$ cat src/rtl/mem_wb_stage.sv
// MEM/WB pipeline register with valid/ready handshake, stall, flush and write-back mux.
// Defining MEM_WB_STAGE_SKID_EN adds a second (skid) entry so ready_o no longer depends on ready_i.
module mem_wb_stage #(
  parameter int DATA_W = 32,
  parameter int REG_W  = 5,
  parameter int CTRL_W = 2
) (
  input  logic              clk,
  input  logic              rst_i,
  input  logic              stall_i,
  input  logic              flush_i,
  input  logic              valid_i,
  output logic              ready_o,
  input  logic [CTRL_W-1:0] ctrl_wb_i,
  input  logic [DATA_W-1:0] read_data_i,
  input  logic [DATA_W-1:0] alu_result_i,
  input  logic [REG_W-1:0]  write_reg_i,
  output logic              valid_o,
  input  logic              ready_i,
  output logic [CTRL_W-1:0] ctrl_wb_o,
  output logic [DATA_W-1:0] read_data_o,
  output logic [DATA_W-1:0] alu_result_o,
  output logic [REG_W-1:0]  write_reg_o,
  output logic [DATA_W-1:0] wb_data_o
);

  typedef struct packed {
    logic [CTRL_W-1:0] ctrl;
    logic [DATA_W-1:0] rd;
    logic [DATA_W-1:0] alu;
    logic [REG_W-1:0]  wr;
  } ent_t;

  ent_t in_ent;
  ent_t head_q, head_d;
  logic head_vld_q, head_vld_d;
  logic accept, fire;

  assign in_ent = '{ctrl: ctrl_wb_i, rd: read_data_i, alu: alu_result_i, wr: write_reg_i};

  assign valid_o = head_vld_q & ~stall_i;
  assign accept  = valid_i & ready_o;
  assign fire    = valid_o & ready_i;

  // A bubble must never assert RegWrite, so control is gated by valid_o.
  assign ctrl_wb_o    = valid_o ? head_q.ctrl : '0;
  assign read_data_o  = head_q.rd;
  assign alu_result_o = head_q.alu;
  assign write_reg_o  = head_q.wr;
  assign wb_data_o    = ctrl_wb_o[0] ? head_q.rd : head_q.alu;

`ifdef MEM_WB_STAGE_SKID_EN
  ent_t skid_q, skid_d;
  logic skid_vld_q, skid_vld_d;

  assign ready_o = ~stall_i & ~skid_vld_q;

  always_comb begin
    head_d     = head_q;
    head_vld_d = head_vld_q;
    skid_d     = skid_q;
    skid_vld_d = skid_vld_q;
    if (flush_i) begin
      head_vld_d = 1'b0;
      skid_vld_d = 1'b0;
    end else if (!stall_i) begin
      if (fire) begin
        // Skid full implies ready_o=0, so no accept can coincide with the refill.
        if (skid_vld_q) begin
          head_d     = skid_q;
          skid_vld_d = 1'b0;
        end else if (accept) begin
          head_d = in_ent;
        end else begin
          head_vld_d = 1'b0;
        end
      end else if (accept) begin
        if (head_vld_q) begin
          skid_d     = in_ent;
          skid_vld_d = 1'b1;
        end else begin
          head_d     = in_ent;
          head_vld_d = 1'b1;
        end
      end
    end
  end

  always_ff @(posedge clk) begin
    if (rst_i) begin
      head_q     <= '0;
      head_vld_q <= 1'b0;
      skid_q     <= '0;
      skid_vld_q <= 1'b0;
    end else begin
      head_q     <= head_d;
      head_vld_q <= head_vld_d;
      skid_q     <= skid_d;
      skid_vld_q <= skid_vld_d;
    end
  end
`else
  assign ready_o = ~stall_i & (~head_vld_q | ready_i);

  always_comb begin
    head_d     = head_q;
    head_vld_d = head_vld_q;
    if (flush_i) begin
      head_vld_d = 1'b0;
    end else if (!stall_i) begin
      if (accept) begin
        head_d     = in_ent;
        head_vld_d = 1'b1;
      end else if (fire) begin
        head_vld_d = 1'b0;
      end
    end
  end

  always_ff @(posedge clk) begin
    if (rst_i) begin
      head_q     <= '0;
      head_vld_q <= 1'b0;
    end else begin
      head_q     <= head_d;
      head_vld_q <= head_vld_d;
    end
  end
`endif

endmodule
$ cat config.mk
export PLATFORM = sky130hd
export DESIGN_NAME = mem_wb_stage
export DESIGN_NICKNAME = d
export VERILOG_FILES = /design/src/rtl/mem_wb_stage.sv
export SDC_FILE = /design/constraint.sdc
export NUM_CORES = 1
export LEC_CHECK = 0
export ABC_AREA = 1
export ABC_CLOCK_PERIOD_IN_PS = 1070
export BUFFER_PORTS_ARGS = -buffer_cell sky130_fd_sc_hd__buf_2
export CELL_PAD_IN_SITES_DETAIL_PLACEMENT = 1
export CELL_PAD_IN_SITES_GLOBAL_PLACEMENT = 1
export CORE_MARGIN = 2
export CORE_UTILIZATION = 28
export DETAILED_ROUTE_END_ITERATION = 7
export PLACE_DENSITY = 0.83
export REMOVE_ABC_BUFFERS = 1
export SLEW_MARGIN = 5
export SYNTH_ARGS = -nofsm -noshare
export SYNTH_HDL_FRONTEND = slang
export SYNTH_SLANG_ARGS = --single-unit
$ cat constraint.sdc
create_clock -name clk -period 1.07 [get_ports clk]
set_input_delay 0.214 -clock clk [delete_from_list [all_inputs] [get_ports clk]]
set_output_delay 0.214 -clock clk [all_outputs]
set_load 0.05 [all_outputs]
==> impl_results.md <==
* Status: finished, violations left
* Failing checks: setup timing
* Synth cell types at 13
* WP data required at between 800 and 900 ps
* WL final at 17100 um
* Commonest cells after routing, fill and taps aside: nand2_1, nor2_1, buf_2
* Routed Antenna Nets at 0
* DIE AREA at 14600 sq um
* Setup Skew at ~5.4 ps
* Rel. slew slack at 0.852
* Static Leakage at approximately 3.5 nW
* Final Cycle Share at 1.62
* Crit Path Max Fanout at 7
* Clk buf depth at 2
* H-tree depth at 3
* Post-synthesis sequential element count at between 70 and 80
* Total CTS buffers at 9
* Drc violations at 0
* Worst-Margin Slew at approximately 220 ps
* Via density at 4.49
* Crit path time final at ~1700 ps
* DRT iter0 DRCs at 130
* DP HPWL at 7920 um
* Share of layout cells above drive strength 1 at 0.547
* Port Buffers at about 180
* Final setup viols at 118
* RePlAce Congestion at ~0.76
* First-pass iteration count of the detailed router at 4
* Core area at roughly 13000 sq um
* Clock Sinks at between 70 and 80
* Overall global routing resource usage at 0.172
* Critical path class: reg2out
* Max-cap violations at 0
* Worst R2R Setup Slack at -450 ps
* Root buffer cell: clkbuf_16
* First-pass GRT wire length at about 20000 um
* Worst Hold Margin at between 90 and 100 ps
* Die width at approximately 120 um
* Post-synthesis area per instance at 6.33 sq um
* Total power at ~8.4 mW
* Post-route worst setup slack at -666 ps
* Die Span Y at between 100 and 150 um
* Reg clk slew, reported paths at 60 ps
* Initial core utilization at 0.288
* Crit path capture type: output port
* Hold Crit Class: in2reg
* Vias in the first global route at ~3.9k
* PD cells at 1210 nW/um^2
* TritonCTS clock tree: built
* Worst EP arrival at ~1500 ps
* Final hold vios at 0
* Total grt overflow at 0
* Final Max Slew Viols at 0
* Initial antenna violation count at 2
* Worst-Skew Late Latency at around 340 ps
* Wire per inst at around 18 um
* CTS Hold Bufs at 0
* Nets at approximately 830
* Layout Utilization at 0.525
* Place WS at -489 ps
* Synth Instances at roughly 610
* Critical Path Source Type: register
* Total negative setup slack at -44180 ps
* Worst IR Drop VDD at about 930 uV
* Via count at 4218
* P&R area growth vs syn at 82.3%
* Row cnt at 42
* Mapped Area at 3830 sq um
* RSZ-0062 raised after global routing: yes
* Commonest non-fill, non-tap cell in the layout: nand2_1
* Fmax at just under 600 MHz
* Sequential-to-total area share from yosys stat at 0.376
* Largest net degree at the start of global routing at 38
* Boundary pin count at about 180
* Syn. warnings at 0
## state kept, by name, summed over array words and instances, names as in the netlist
register	count
read_data_o	32
alu_result_o	32
write_reg_o	5
head_q	2
head_vld_q	1
## critical path, stage by stage, from the launching register on
cell and delay (ps):
dfxtp_2 360, nand2_4 70, inv_8 90, nand2_8 110, buf_16 180, nand2_1 130, o21ai_4 90, buf_6 160
## worst paths after layout
| path | from | end | cells after the start |
|---|---|---|---|
| max | head_vld_q | wb_data_o[6] | 7 |
| min | alu_result_i[21] | alu_result_o[21] | 3 |
| max reg2reg | head_vld_q | alu_result_o[24] | 10 |
| min reg2reg | write_reg_o[3] | write_reg_o[3] | 4 |
## cells in the mapped netlist
library cell / number / area [sq um]
inv_2: 2 / 7.51
clkbuf_1: 8 / 30.0
buf_6: 3 / 33.8
dfxtp_1: 72 / 1440
o21ai_0: 28 / 140
nand2_1: 179 / 672
a21oi_1: 2 / 10.0
inv_1: 75 / 282
buf_2: 6 / 30.0
nor2_1: 143 / 537
o21ai_1: 5 / 25.0
buf_4: 81 / 608
nand4_2: 1 / 12.5
## cell families after synthesis
kind of cell	Yosys count	share of synthesized area
simple gates	323	0.319
buf+inv	175	0.259
flops	72	0.376
compound gates	35	0.0457
## per-layer routing
layer,track usage,part of all wire,vias up
li1,-,-,2009
met2,0.296,0.53,161
met4,0.0640,0.036,2
met3,0.0526,0.058,47
met1,0.199,0.38,1999
met5,0,0.00076,-
## metrics by stage
step | instance area, sq um | instances
6_report | 6980 | 939
5_1_grt | 6980 | 938
4_1_cts | 5730 | 922
3_5_place_dp | 4570 | 890
3_3_place_gp | 4570 | 890
2_1_floorplan | 3130 | 507
## cell type report
class                      instances  area, sq um
inverter                          77          302
clock inverter                     3         40.0
timing repair buffer             238         2680
fill                            1559         6320
clock buffer                      13          260
antenna                            1         2.50
tap                              176          220
sequential                        72         1580
multi-input combinational        359         1890
## what timing repair did
action | in CTS | in global routing
cloned | 10 | 13
endpoints found under the setup margin | 176 | 177
gates resized for setup | 196 | 385
buffers inserted | 6 | 6
pin swaps | 2 | 4
## report_power, final
part / internal, mW / leakage (nW) / total [mW] / switching (mW)
clock: 1.93 / 0.150 / 3.11 / 1.18
combinational: 0.941 / 2.73 / 2.35 / 1.40
sequential: 2.82 / 0.625 / 2.98 / 0.158
total: 5.69 / 3.51 / 8.44 / 2.75
(Power assumes the default switching activity.)
